===== src/rtl/hwpe_stream_package.sv =====
// Shared types for the HWPE stream packer: FSM state and status flags.
// lane_cnt is sized for up to 256 lanes; narrower counters are zero-extended.
package hwpe_stream_package;

    typedef enum logic [1:0] {
        PK_EMPTY = 2'd0,
        PK_FILL  = 2'd1,
        PK_FLUSH = 2'd2
    } packer_state_t;

    typedef struct packed {
        logic [7:0]  lane_cnt;
        logic        flush_pending;
        logic [31:0] nb_words;
    } flags_packer_t;

endpackage


===== src/rtl/hwpe_stream_intf_stream.sv =====
// Valid/ready stream bundle with byte strobes.
// Modports: source drives valid/data/strb, sink drives ready.
interface hwpe_stream_intf_stream #(
    parameter int unsigned DATA_WIDTH = 32
);
    logic                    valid;
    logic                    ready;
    logic [DATA_WIDTH-1:0]   data;
    logic [DATA_WIDTH/8-1:0] strb;

    modport source (output valid, output data, output strb, input ready);
    modport sink   (input valid, input data, input strb, output ready);
endinterface


===== src/rtl/hwpe_stream_packer_outbuf.sv =====
// One-entry output register for the packer (valid/data/strb).
// Ports: i_clk, i_rst (async, high), i_clear, i_load + i_data/i_strb in,
//        i_ready from the consumer; o_valid/o_data/o_strb out, o_free when
//        a load this cycle cannot overwrite an unconsumed word.
module hwpe_stream_packer_outbuf #(
    parameter int unsigned DW = 128
) (
    input  logic          i_clk,
    input  logic          i_rst,
    input  logic          i_clear,
    input  logic          i_load,
    input  logic [DW-1:0]   i_data,
    input  logic [DW/8-1:0] i_strb,
    input  logic          i_ready,
    output logic          o_valid,
    output logic [DW-1:0]   o_data,
    output logic [DW/8-1:0] o_strb,
    output logic          o_free
);
    logic            r_valid;
    logic [DW-1:0]   r_data;
    logic [DW/8-1:0] r_strb;

    always_ff @(posedge i_clk or posedge i_rst) begin
        if (i_rst) begin
            r_valid <= 1'b0;
            r_data  <= '0;
            r_strb  <= '0;
        end else if (i_clear) begin
            r_valid <= 1'b0;
            r_data  <= '0;
            r_strb  <= '0;
        end else if (i_load) begin
            r_valid <= 1'b1;
            r_data  <= i_data;
            r_strb  <= i_strb;
        end else if (r_valid && i_ready) begin
            r_valid <= 1'b0;
        end
    end

    // A load may replace a word that is leaving this same cycle.
    assign o_free  = ~r_valid | i_ready;
    assign o_valid = r_valid;
    assign o_data  = r_data;
    assign o_strb  = r_strb;
endmodule


===== src/rtl/hwpe_stream_sink_packer.sv =====
// Packs RATIO narrow beats (lane 0 = LSBs) into one wide registered word.
// Ports: clk_i, rst_i (async, high), clear_i (sync), flush_i (emit partial
//        word), push_i narrow sink, pop_o wide source, flags_o status.
// Define HWPE_STREAM_PACKER_WORD_CNT_EN to count pop_o handshakes in
// flags_o.nb_words; otherwise nb_words is tied to 0.
module hwpe_stream_sink_packer
    import hwpe_stream_package::*;
#(
    parameter int unsigned DATA_WIDTH_IN  = 32,
    parameter int unsigned DATA_WIDTH_OUT = 128
) (
    input  logic                    clk_i,
    input  logic                    rst_i,
    input  logic                    clear_i,
    input  logic                    flush_i,
    hwpe_stream_intf_stream.sink    push_i,
    hwpe_stream_intf_stream.source  pop_o,
    output flags_packer_t           flags_o
);
    localparam int unsigned RATIO = DATA_WIDTH_OUT / DATA_WIDTH_IN;
    localparam int unsigned LW    = (RATIO > 1) ? $clog2(RATIO) : 1;
    localparam int unsigned SI    = DATA_WIDTH_IN / 8;
    localparam int unsigned SO    = DATA_WIDTH_OUT / 8;
    localparam logic [LW-1:0] LAST = LW'(RATIO - 1);

    if (RATIO < 2 || (RATIO & (RATIO - 1)) != 0 ||
        RATIO * DATA_WIDTH_IN != DATA_WIDTH_OUT) begin : g_bad_ratio
        $error("packer: DATA_WIDTH_OUT/DATA_WIDTH_IN must be a power of two >= 2");
    end

    packer_state_t       r_state;
    logic [LW-1:0]       r_lane_cnt;
    logic [DATA_WIDTH_OUT-1:0] r_buf_data;
    logic [SO-1:0]       r_buf_strb;

    logic                w_in_flush;
    logic                w_last;
    logic                w_out_free;
    logic                w_out_valid;
    logic                w_push_ready;
    logic                w_push_hs;
    logic                w_complete;
    logic                w_flush_req;
    logic                w_load;
    logic [LW-1:0]       w_lane_next;
    logic [DATA_WIDTH_OUT-1:0] w_merge_data;
    logic [SO-1:0]       w_merge_strb;
    logic [31:0]         w_nb_words;

    assign w_in_flush   = (r_state == PK_FLUSH);
    assign w_last       = (r_lane_cnt == LAST);
    assign w_push_ready = ~w_in_flush & ~(w_last & ~w_out_free);
    assign w_push_hs    = push_i.valid & w_push_ready;
    assign w_complete   = w_push_hs & w_last;
    // A flush with nothing buffered is dropped; a completing beat absorbs it.
    assign w_flush_req  = flush_i & ~w_in_flush & ~w_complete &
                          ((r_lane_cnt != '0) | w_push_hs);
    assign w_load       = w_complete |
                          ((w_flush_req | w_in_flush) & w_out_free);
    assign w_lane_next  = r_lane_cnt + LW'(w_push_hs);

    // Unfilled lanes stay zero because the buffer is cleared on every load.
    always_comb begin
        w_merge_data = r_buf_data;
        w_merge_strb = r_buf_strb;
        for (int l = 0; l < RATIO; l++) begin
            if (w_push_hs && (r_lane_cnt == LW'(l))) begin
                w_merge_data[l*DATA_WIDTH_IN +: DATA_WIDTH_IN] = push_i.data;
                w_merge_strb[l*SI +: SI] = push_i.strb;
            end
        end
    end

    always_ff @(posedge clk_i or posedge rst_i) begin
        if (rst_i) begin
            r_state    <= PK_EMPTY;
            r_lane_cnt <= '0;
            r_buf_data <= '0;
            r_buf_strb <= '0;
        end else if (clear_i) begin
            r_state    <= PK_EMPTY;
            r_lane_cnt <= '0;
            r_buf_data <= '0;
            r_buf_strb <= '0;
        end else if (w_load) begin
            r_state    <= PK_EMPTY;
            r_lane_cnt <= '0;
            r_buf_data <= '0;
            r_buf_strb <= '0;
        end else begin
            r_lane_cnt <= w_lane_next;
            r_buf_data <= w_merge_data;
            r_buf_strb <= w_merge_strb;
            if (w_flush_req) begin
                r_state <= PK_FLUSH;
            end else if (!w_in_flush) begin
                r_state <= (w_lane_next != '0) ? PK_FILL : PK_EMPTY;
            end
        end
    end

    hwpe_stream_packer_outbuf #(
        .DW (DATA_WIDTH_OUT)
    ) u_outbuf (
        .i_clk   (clk_i),
        .i_rst   (rst_i),
        .i_clear (clear_i),
        .i_load  (w_load),
        .i_data  (w_merge_data),
        .i_strb  (w_merge_strb),
        .i_ready (pop_o.ready),
        .o_valid (w_out_valid),
        .o_data  (pop_o.data),
        .o_strb  (pop_o.strb),
        .o_free  (w_out_free)
    );

`ifdef HWPE_STREAM_PACKER_WORD_CNT_EN
    logic [31:0] r_nb_words;

    always_ff @(posedge clk_i or posedge rst_i) begin
        if (rst_i) begin
            r_nb_words <= '0;
        end else if (clear_i) begin
            r_nb_words <= '0;
        end else if (w_out_valid && pop_o.ready) begin
            r_nb_words <= r_nb_words + 32'd1;
        end
    end

    assign w_nb_words = r_nb_words;
`else
    assign w_nb_words = '0;
`endif

    assign push_i.ready          = w_push_ready;
    assign pop_o.valid           = w_out_valid;
    assign flags_o.lane_cnt      = 8'(r_lane_cnt);
    assign flags_o.flush_pending = w_in_flush;
    assign flags_o.nb_words      = w_nb_words;
endmodule


===== src/flat_wrapper.sv =====
// flat-port wrapper written by rule: the top's interface ports become plain ports
module hwpe_stream_sink_packer_flat import hwpe_stream_package::*;
#(
    parameter int unsigned DATA_WIDTH_IN  = 32,
    parameter int unsigned DATA_WIDTH_OUT = 128
)
  (clk_i, rst_i, clear_i, flush_i, flags_o, push_i_valid, push_i_data, push_i_strb, push_i_ready, pop_o_valid, pop_o_data, pop_o_strb, pop_o_ready);
  hwpe_stream_intf_stream #(.DATA_WIDTH(32)) push_i_i ();
  hwpe_stream_intf_stream #(.DATA_WIDTH(128)) pop_o_i ();
  input  logic clk_i;
  input  logic rst_i;
  input  logic clear_i;
  input  logic flush_i;
  output flags_packer_t flags_o;
  input wire logic [$bits(push_i_i.valid)-1:0] push_i_valid;
  input wire logic [$bits(push_i_i.data)-1:0] push_i_data;
  input wire logic [$bits(push_i_i.strb)-1:0] push_i_strb;
  output wire logic [$bits(push_i_i.ready)-1:0] push_i_ready;
  output wire logic [$bits(pop_o_i.valid)-1:0] pop_o_valid;
  output wire logic [$bits(pop_o_i.data)-1:0] pop_o_data;
  output wire logic [$bits(pop_o_i.strb)-1:0] pop_o_strb;
  input wire logic [$bits(pop_o_i.ready)-1:0] pop_o_ready;
  assign push_i_i.valid = push_i_valid;
  assign push_i_i.data = push_i_data;
  assign push_i_i.strb = push_i_strb;
  assign push_i_ready = push_i_i.ready;
  assign pop_o_valid = pop_o_i.valid;
  assign pop_o_data = pop_o_i.data;
  assign pop_o_strb = pop_o_i.strb;
  assign pop_o_i.ready = pop_o_ready;
  hwpe_stream_sink_packer #(.DATA_WIDTH_IN(DATA_WIDTH_IN), .DATA_WIDTH_OUT(DATA_WIDTH_OUT)) u_core (.clk_i(clk_i), .rst_i(rst_i), .clear_i(clear_i), .flush_i(flush_i), .push_i(push_i_i), .pop_o(pop_o_i), .flags_o(flags_o));
endmodule

===== config.mk =====
export PLATFORM = sky130hd
export DESIGN_NAME = hwpe_stream_sink_packer_flat
export DESIGN_NICKNAME = d
export VERILOG_FILES = /design/src/rtl/hwpe_stream_package.sv /design/src/rtl/hwpe_stream_intf_stream.sv /design/src/rtl/hwpe_stream_packer_outbuf.sv /design/src/rtl/hwpe_stream_sink_packer.sv /design/src/flat_wrapper.sv
export SDC_FILE = /design/constraint.sdc
export NUM_CORES = 1
export LEC_CHECK = 0
export CAP_MARGIN = 20
export CORE_MARGIN = 2
export CORE_UTILIZATION = 51
export CTS_CLUSTER_DIAMETER = 50
export DETAILED_ROUTE_END_ITERATION = 7
export PLACE_DENSITY = 0.8
export SYNTH_ARGS = -nofsm -noshare
export SYNTH_HDL_FRONTEND = slang
export SYNTH_HIERARCHICAL = 1
export SYNTH_SLANG_ARGS = --single-unit

===== constraint.sdc =====
create_clock -name clk_i -period 8.25 [get_ports clk_i]
set_clock_uncertainty 0.05 [all_clocks]
set_input_delay 2.0625 -clock clk_i [delete_from_list [all_inputs] [get_ports clk_i]]
set_output_delay 2.0625 -clock clk_i [all_outputs]
set_load 0.03 [all_outputs]

==> results of run 1 <==
## cell families (layout without fill, tap and decap cells)
group,Yosys count,in the layout
DFF,293,293
AOI/OAI and AO/OA,221,221
other,1,40
muxes,180,180
xor gates and xnor gates,1,1
and+or+nand+nor,417,417
buffers and inverters,184,271
adders and majority gates,1,1
## cells in the mapped netlist, types with 2 or more instances
cell,count
a211oi_2,100
mux2_2,34
dfrtp_1,293
nor3b_1,6
o31ai_2,21
buf_2,64
mux2i_1,144
nor3_1,4
nor2b_1,2
buf_4,62
nand2_1,110
buf_1,10
inv_2,2
nor3b_2,30
buf_6,14
nor2_1,146
nand4_1,109
clkbuf_1,28
o31ai_1,67
nand2b_1,4
a211oi_1,9
mux2_1,2
inv_1,4
o31ai_4,21
## routing by layer
layer	vias to the layer above	global-route usage (%)	wire length (µm)
met3	53	4.22	2430
met2	388	40.2	18900
met5	-	0	0
met1	5532	35.5	16800
met4	0	7.30	794
li1	4860	-	-
## area by class of cell
type | instances | area [µm²]
tap | 384 | 480
antenna | 2 | 5.00
clock inverter | 8 | 83.8
sequential | 293 | 7330
inverter | 6 | 42.5
clock buffer | 53 | 1060
fill | 2286 | 11000
timing repair buffer | 204 | 2030
multi-input combinational | 858 | 6790
## path summary, 6_finish.rpt
| check | from | cells after the start | slack (ps) | endpoint |
|---|---|---|---|---|
| max | pop_o_ready | 5 | 2220 | push_i_ready |
| min | u_core/r_buf_data[107] | 1 | 470 | u_core/r_buf_data[107] |
| max reg2reg | u_core/r_state[0] | 6 | 4720 | u_core/u_outbuf/o_data[12] |
| min reg2reg | u_core/r_buf_data[107] | 1 | 470 | u_core/r_buf_data[107] |
| max in group asynchronous | rst_i | 3 | 4500 | u_core/r_buf_data[127] |
| min in group asynchronous | rst_i | 2 | 2150 | u_core/r_buf_strb[13] |
## power by group
group / internal, W / total, W / switching [W]
clock network: 0.000918 / 0.00150 / 0.000586
logic: 0.000138 / 0.000481 / 0.000343
registers: 0.00147 / 0.00149 / 0.0000224
total: 0.00253 / 0.00348 / 0.000952
## through the flow
stage / power [W] / worst slack, ps
finish: 0.00348 / 2220
detailed placement: 0.00200 / 2230
global placement: 0.00199 / 2240
floorplan: 0.00188 / 2160
CTS: 0.00351 / 2230
global route: 0.00360 / 2120
## sequential cells by signal, summed over array words and instances (netlist names)
signal	cells
u_core/r_buf_data	128
u_core/r_buf_strb	16
u_core/u_outbuf/o_valid	1
u_core/u_outbuf/o_data	128
u_core/r_lane_cnt	2
u_core/r_state	2
u_core/u_outbuf/o_strb	16
==> metrics.md, run 1 <==
| Metric | Value |
|---|---|
| Number of synthesized flops with an enable pin | `0` |
| Post-CTS setup buffers | `0` |
| Cell Pwr Density | `195 nW/µm²` |
| Endpoints failing setup | `0` |
| Post-DP Area | `16,700 µm²` |
| Final Hold Vio Count | `0` |
| Worst path slowest cell | `clkdlybuf4s50_1` |
| Placed cell count | `1,745` |
| WHS | `465 ps` |
| Clock Path Buffers | `3` |
| TritonCTS Sinks | `293` |
| Cell Chain, Critical Path | `clkdlybuf4s50_1 -> nand2b_1 -> nor2_1 -> nor2_1 -> clkdlybuf4s50_1` |
| XOR/XNOR Fraction of Synth Area | `0.0583%` |
| Max FO, Critical Path | `6` |
| Main combinational cell family by area after synthesis | `compound AO/OA/AOI/OAI gates` |
| Synth Area in Adders | `0.0832%` |
| Top_reg_cell synth | `dfrtp_1` |
| Initial antenna violation count | `2` |
| Crit path DAT | `3910 ps` |
| Nets | `1,440` |
| Flops & latches, synth | `293` |
| Area Growth Syn to Fin | `18.5%` |
| Io pins | `229` |
| Simple-gate share of the synthesized area | `14.4%` |
| WL per Instance | `21.5 µm` |
| Max_cap viols | `0` |
| Post-synthesis sequential area ratio | `48.8%` |
| Worst EP required | `6140 ps` |
| Via-per-instance ratio | `5.99` |
| Drc violations | `0` |
| Global-route wire length before repair | `62,600 µm` |
| Core area | `28,900 µm²` |
| DIE WIDTH | `176 µm` |
| Syn Area/Cell | `11.6 µm²` |
| Post-layout util | `61.7%` |
| Die footprint | `30,900 µm²` |
| Number of buffers added on ports | `190` |
| Detailed Routing Iterations Pass 1 | `5` |
| RSZ-0062 raised after global routing | `no` |
| Crit end category | `primary output` |
| Via count | `10,833` |
| Tcrit/Tclk final | `73.0%` |
| Netlist Area Pre-Place | `15,000 µm²` |
| Cell taking the most area after synthesis | `dfrtp_1` |
| CTS buffer count | `34` |
| Distinct cells, synth | `36` |
| Fin area | `17,800 µm²` |
| Crit-path leading delay family | `buffers and inverters` |
| Worst slew margin | `23.1%` |
| Worst Hold Class | `flip-flop to flip-flop` |
| DRT iter0 DRCs | `789` |
| Asr flop ratio synth | `100%` |
| CTS HTree Levels | `2` |
| CTS tree | `built` |
| Detailed placement HPWL | `22,100 µm` |
| Die H | `176 µm` |
| Peak per-stage delay on the critical path | `720 ps` |
| Top cell type's share of synthesized area | `48.8%` |
| Vias in the first global route | `10,861` |
| Setup TNS | `0 ps` |
| Fmax | `166 MHz` |
| Post-Synthesis Cells | `1,298` |
| Post-layout minimum cycle time | `6030 ps` |
| Rows | `62` |
| Share of layout cells above drive strength 1 | `20.3%` |
| Worst Setup Start Kind | `primary input` |
| Worst-margin pin slew | `1150 ps` |
| Synth Area in Compound Gates | `17.0%` |
| Tot GR Track Use | `25.2%` |
| Starting Density | `52.1%` |
| Global route total overflow | `0` |
| Routed wire length | `38,900 µm` |
| Most frequent cells in the layout | `293 x dfrtp_1, 188 x clkdlybuf4s50_1, 146 x nor2_1` |
| Worst path buffer plus inverter count | `2` |
| Clock transition at the registers of the reported paths | `60 ps` |
| Layout Cells excl Fill | `1,808` |
| Peak VDD IR | `155 µV` |
| Largest net degree at the start of global routing | `129` |
| CTS Root Cell | `clkbuf_16` |
| Hold bufs inserted after CTS | `0` |
| Status | `completed` |
| Area contributors post-synth | `dfrtp_1 49%, mux2i_1 9.6%, a211oi_2 8.3%` |
| Post-DRT Antenna Nets | `0` |
| YS warnings | `6` |
| Mux cell area share after synthesis | `12.3%` |
| Static leakage | `7.83 nW` |
| Commonest non-fill, non-tap cell in the layout | `dfrtp_1` |
| Post-CTS resize count | `0` |
| Critical path class | `primary input to primary output` |
| Clk Latency, worst-skew pair | `500 ps` |
| Fin. max-slew vios | `0` |
| RD Place Congestion | `0.775` |
Power figures use the tool's default switching activity.
==> run 2, diff against run 1 <==
--- a/config.mk
+++ b/config.mk
@@ -7,7 +7,7 @@
 export LEC_CHECK = 0
 export CAP_MARGIN = 20
 export CORE_MARGIN = 2
-export CORE_UTILIZATION = 51
+export CORE_UTILIZATION = 49
 export CTS_CLUSTER_DIAMETER = 50
 export DETAILED_ROUTE_END_ITERATION = 7
 export PLACE_DENSITY = 0.8
==> constraint.sdc (replaced) <==
create_clock -name clk_i -period 5.2 [get_ports clk_i]
set_clock_uncertainty 0.05 [all_clocks]
set_input_delay 1.3 -clock clk_i [delete_from_list [all_inputs] [get_ports clk_i]]
set_output_delay 1.3 -clock clk_i [all_outputs]
set_load 0.03 [all_outputs]
==> metrics.md, run 2 (synthesized netlist as in run 1, its figures left out) <==
| Metric | Value |
|---|---|
| Crit-path leading delay family | `buffers and inverters` |
| RSZ-0062 raised after global routing | `no` |
| Die footprint | `32,100 µm² (+4.0%)` |
| Area Growth Syn to Fin | `19.4%` |
| Post-DP Area | `16,800 µm² (+0.81%)` |
| Post-layout minimum cycle time | `4290 ps` |
| Fin area | `18,000 µm² (+0.79%)` |
| CTS tree | `built` |
| Crit path DAT | `2940 ps (-970 ps)` |
| WL per Instance | `21.8 µm (+1.3%)` |
| Worst EP required | `3850 ps (-2290 ps)` |
| Power Total | `0.00555 W (+59%)` |
| Cell Pwr Density | `309 nW/µm² (+58%)` |
| Worst path slowest cell | `clkdlybuf4s50_1` |
| Peak per-stage delay on the critical path | `610 ps (-110 ps)` |
| Global route total overflow | `0 (unchanged)` |
| R2r setup slk | `1630 ps (-3090 ps)` |
| Worst Setup Start Kind | `primary input` |
| DIE WIDTH | `179 µm (+2.0%)` |
| Fin worst setup slack | `907 ps (-1320 ps)` |
| DRT iter0 DRCs | `988 (+25%)` |
| TritonCTS Sinks | `293 (unchanged)` |
| Via-per-instance ratio | `6.04 (+0.89%)` |
| Post-layout util | `59.0% (-2.7 points)` |
| Endpoints failing setup | `0 (unchanged)` |
| Fmax | `233 MHz` |
| Status | `completed` |
| Tcrit/Tclk final | `82.6%` |
| Crit end category | `primary output` |
| Initial antenna violation count | `1 (-1)` |
| Routed wire length | `39,700 µm (+2.2%)` |
| Clock Path Buffers | `3 (unchanged)` |
| Fillcell total | `2,507 (+9.7%)` |
| Vias in the first global route | `11,202 (+3.1%)` |
| Peak VDD IR | `203 µV (+31%)` |
| Static leakage | `7.88 nW (+0.70%)` |
| Worst path buffer plus inverter count | `2 (unchanged)` |
| Tot GR Track Use | `24.9% (-0.25 points)` |
| Commonest non-fill, non-tap cell in the layout | `dfrtp_1` |
| Setup TNS | `0 ps (unchanged)` |
| Number of buffers added on ports | `190 (unchanged)` |
| Io pins | `229 (unchanged)` |
| Cell Chain, Critical Path | `clkdlybuf4s50_1 -> nand2b_1 -> nor2_1 -> nor2_1 -> clkdlybuf4s50_1` |
| Drc violations | `0 (unchanged)` |
| Starting Density | `49.4% (-2.7 points)` |
| Max FO, Critical Path | `2 (-4)` |
| Core area | `30,400 µm² (+5.4%)` |
| CTS Root Cell | `clkbuf_16` |
| Largest net degree at the start of global routing | `149 (+16%)` |
| Share of layout cells above drive strength 1 | `20.8% (+0.47 points)` |
| Final Hold Vio Count | `0 (unchanged)` |
| Die H | `179 µm (+2.0%)` |
| Critical path class | `primary input to primary output` |
| Global-route wire length before repair | `63,000 µm (+0.64%)` |
| Rows | `64 (+3.2%)` |
| Clk Latency, worst-skew pair | `490 ps (about the same)` |
| Worst-margin pin slew | `1160 ps (+6.11 ps)` |
| RD Place Congestion | `0.759 (-2.2%)` |
| Max_cap viols | `0 (unchanged)` |
| Most frequent cells in the layout | `293 x dfrtp_1, 188 x clkdlybuf4s50_1, 146 x nor2_1` |
| Detailed Routing Iterations Pass 1 | `5 (unchanged)` |
| Fin. max-slew vios | `0 (unchanged)` |
| Worst slew margin | `22.5% (-0.59 points)` |
| Worst Hold Class | `flip-flop to flip-flop` |
| Post-CTS setup buffers | `0 (unchanged)` |
| Post-DRT Antenna Nets | `0 (unchanged)` |
| Via count | `11,032 (+1.8%)` |
| Pre-CTS WS | `955 ps (-1280 ps)` |
| CTS buffer count | `35 (+2.9%)` |
| Post-CTS resize count | `0 (unchanged)` |
| Nets | `1,450 (+0.69%)` |
| CTS HTree Levels | `2 (unchanged)` |
| Hold bufs inserted after CTS | `0 (unchanged)` |
| Detailed placement HPWL | `22,900 µm (+3.4%)` |
| Clock transition at the registers of the reported paths | `50 ps (about the same)` |
-- run 2: cell count changes in the layout (fill, tap and decap cells not counted), sizes merged --
cell / previous run / this run
inv: 9 / 7
diode: 2 / 1
buf: 16 / 25
clkbuf: 53 / 48
bufinv: 1 / 2
clkinvlp: 2 / 4
clkinv: 2 / 3
-- run 2: stage by stage --
step                      hold slack [ps]  instances
final                                 465       1825
after floorplan                       433       1335
after detailed placement              459       1765
after global routing                  487       1825
after global placement                447       1765
after CTS                             471       1823
-- run 2: final cells by class --
type | count | area (µm²) | area share (%)
Antenna cell | 1 | 2.50 | 0.0139
Tap cell | 396 | 495 | 2.76
Clock buffer | 48 | 1010 | 5.61
Inverter | 6 | 40.0 | 0.223
Clock inverter | 10 | 120 | 0.669
Sequential cell | 293 | 7330 | 40.8
Timing Repair Buffer | 213 | 2170 | 12.1
Multi-Input combinational cell | 858 | 6790 | 37.8
-- run 2: power breakdown --
group / switching (W) / internal [W]
Clock: 0.000938 / 0.00146
Combinational: 0.000551 / 0.000231
Sequential: 0.0000360 / 0.00233
Total: 0.00153 / 0.00402
-- run 2: worst register-to-register path: stages (launching register included) --
cell and delay, ps:
dfrtp_1 360, nand2b_4 410, inv_6 590, buf_4 920
nor2_4 140, buf_4 360, mux2_1 410, mux2i_1 150
nor2_1 60
-- run 2: path summary, 6_finish.rpt --
check / cells after the start / end / from
min in group asynchronous: 2 / u_core/u_outbuf/o_strb[2] / rst_i
setup / recovery: 5 / push_i_ready / pop_o_ready
hold reg to reg: 1 / u_core/r_buf_data[101] / u_core/r_buf_data[101]
hold / removal: 1 / u_core/r_buf_data[101] / u_core/r_buf_data[101]
max in group asynchronous: 3 / u_core/r_buf_data[36] / rst_i
setup reg to reg: 8 / u_core/u_outbuf/o_data[126] / u_core/r_state[0]
-- run 2: layer usage --
metal / share of wire [%] / track usage [%] / vias to the layer above
li1: - / - / 4857
met1: 43 / 34.7 / 5678
met2: 49 / 40.5 / 424
met3: 6.0 / 4.18 / 73
met4: 2.3 / 6.59 / 0
met5: 0 / 0 / -
==> run 3, diff against run 2 <==
--- a/config.mk
+++ b/config.mk
@@ -7,7 +7,7 @@
 export LEC_CHECK = 0
 export CAP_MARGIN = 20
 export CORE_MARGIN = 2
-export CORE_UTILIZATION = 49
+export CORE_UTILIZATION = 51
 export CTS_CLUSTER_DIAMETER = 50
 export DETAILED_ROUTE_END_ITERATION = 7
 export PLACE_DENSITY = 0.8
==> constraint.sdc (replaced) <==
create_clock -name clk_i -period 4.29 [get_ports clk_i]
set_clock_uncertainty 0.05 [all_clocks]
set_input_delay 1.0725 -clock clk_i [delete_from_list [all_inputs] [get_ports clk_i]]
set_output_delay 1.0725 -clock clk_i [all_outputs]
set_load 0.03 [all_outputs]
==> metrics.md, run 3 (synthesized netlist as in run 1, its figures left out) <==
| Metric | Value |
|---|---|
| Status | `completed` |
| Setup TNS | `0 ps (unchanged)` |
| CTS HTree Levels | `2 (unchanged)` |
| Core area | `28,900 µm² (-5.2%)` |
| Post-CTS resize count | `0 (unchanged)` |
| Critical path class | `primary input to primary output` |
| Top Metal Used | `met4` |
| Hold bufs inserted after CTS | `0 (unchanged)` |
| Cell Pwr Density | `370 nW/µm² (+20%)` |
| Fin. max-slew vios | `0 (unchanged)` |
| Crit end category | `primary output` |
| Worst slew margin | `22.0% (-0.48 points)` |
| Vias in the first global route | `11,044 (-1.4%)` |
| Largest net degree at the start of global routing | `149 (unchanged)` |
| Crit-path leading delay family | `buffers and inverters` |
| Tcrit/Tclk final | `89.5%` |
| Rows | `62 (-3.1%)` |
| Io pins | `229 (unchanged)` |
| Post-layout util | `62.0% (+3.0 points)` |
| CTS buffer count | `34 (-2.9%)` |
| Peak per-stage delay on the critical path | `740 ps (+130 ps)` |
| Crit path DAT | `2720 ps (-220 ps)` |
| TritonCTS Sinks | `293 (unchanged)` |
| Number of buffers added on ports | `190 (unchanged)` |
| Worst path slowest cell | `clkdlybuf4s50_1` |
| Worst Hold Class | `flip-flop to flip-flop` |
| Endpoints failing setup | `0 (unchanged)` |
| Via-per-instance ratio | `6.01 (-0.59%)` |
| Commonest non-fill, non-tap cell in the layout | `dfrtp_1` |
| Cell Chain, Critical Path | `clkdlybuf4s50_1 -> nand2b_1 -> nor2_1 -> nor2_1 -> clkdlybuf4s50_1` |
| Via count | `10,889 (-1.3%)` |
| Worst Setup Start Kind | `primary input` |
| Detailed placement HPWL | `21,700 µm (-5.0%)` |
| Post-CTS setup buffers | `0 (unchanged)` |
| Drc violations | `0 (unchanged)` |
| Tot GR Track Use | `24.8% (-0.11 points)` |
| Routed wire length | `38,700 µm (-2.5%)` |
| N_diodes | `0 (-1)` |
| Global route total overflow | `0 (unchanged)` |
| Share of layout cells above drive strength 1 | `20.8% (unchanged)` |
| Post-DRT Antenna Nets | `0 (unchanged)` |
| Detailed Routing Iterations Pass 1 | `5 (unchanged)` |
| Worst EP required | `3170 ps (-680 ps)` |
| Clock transition at the registers of the reported paths | `60 ps (about the same)` |
| Wl on met1 | `17,100 µm (+0.56%)` |
| Max FO, Critical Path | `2 (unchanged)` |
| Metal3 WL | `2180 µm (-9.5%)` |
| DRT iter0 DRCs | `1,099 (+11%)` |
| Worst path buffer plus inverter count | `2 (unchanged)` |
| Peak VDD IR | `303 µV (+49%)` |
| Clock Path Buffers | `3 (unchanged)` |
| Die footprint | `30,900 µm² (-3.8%)` |
| RSZ-0062 raised after global routing | `no` |
| Nets | `1,445 (-0.34%)` |
| Max_cap viols | `0 (unchanged)` |
| Final Hold Vio Count | `0 (unchanged)` |
| Worst-margin pin slew | `1170 ps (+9.90 ps)` |
| Clk Latency, worst-skew pair | `490 ps (about the same)` |
| Die H | `176 µm (-1.9%)` |
| Starting Density | `52.1% (+2.7 points)` |
| Metal2 WL | `18,500 µm (-4.5%)` |
| CTS tree | `built` |
| RD Place Congestion | `0.759 (about the same)` |
| CTS Root Cell | `clkbuf_16` |
| Area Growth Syn to Fin | `19.1%` |
| Most frequent cells in the layout | `293 x dfrtp_1, 188 x clkdlybuf4s50_1, 146 x nor2_1` |
| Initial antenna violation count | `0 (-1)` |
| Fmax | `260 MHz` |
| WL per Instance | `21.4 µm (-1.8%)` |
| DIE WIDTH | `176 µm (-1.9%)` |
| Static leakage | `7.87 nW (-0.16%)` |
| Power Total | `0.00662 W (+19%)` |
| Post-layout minimum cycle time | `3840 ps` |
| Global-route wire length before repair | `61,900 µm (-1.7%)` |
-- run 3: final cells by class --
cell class              instances  area [µm²]
fillers                      2222       11000
repair buffers                209        2150
inverters                       6        40.0
clock buffers                  49        1020
clock inverters                13        90.1
multi-input cells             858        6790
flip-flops and latches        293        7330
well taps                     384         480
-- run 3: final timing paths --
kind / start / endpoint / slack (ps) / depth (start not counted)
hold / removal: u_core/r_buf_data[101] / u_core/r_buf_data[101] / 470 / 1
max in group asynchronous: rst_i / u_core/r_buf_data[16] / 2310 / 3
hold reg to reg: u_core/r_buf_data[101] / u_core/r_buf_data[101] / 470 / 1
setup / recovery: pop_o_ready / push_i_ready / 450 / 5
setup reg to reg: u_core/r_state[0] / u_core/u_outbuf/o_data[102] / 990 / 8
min in group asynchronous: rst_i / u_core/r_buf_data[98] / 1140 / 3
-- run 3: power breakdown --
group	internal [W]	leakage [nW]	switching, W
combinational	0.000276	3.25	0.000664
clock	0.00167	0.551	0.00114
sequential	0.00283	4.07	0.0000425
-- run 3: layer usage --
layer / up-vias / track usage (%)
met2: 413 / 39.4
met5: - / 0
met1: 5546 / 35.8
met3: 62 / 3.59
met4: 0 / 6.71
li1: 4868 / -
-- run 3: metrics by stage --
step	instances	setup WS, ps	hold slack [ps]	area, µm²
final	1812	450	467	17900
after detailed placement	1750	474	459	16800
after CTS	1812	473	472	17900
after global routing	1812	448	484	17900
after global placement	1749	490	445	16800
after floorplan	1335	1310	433	15200
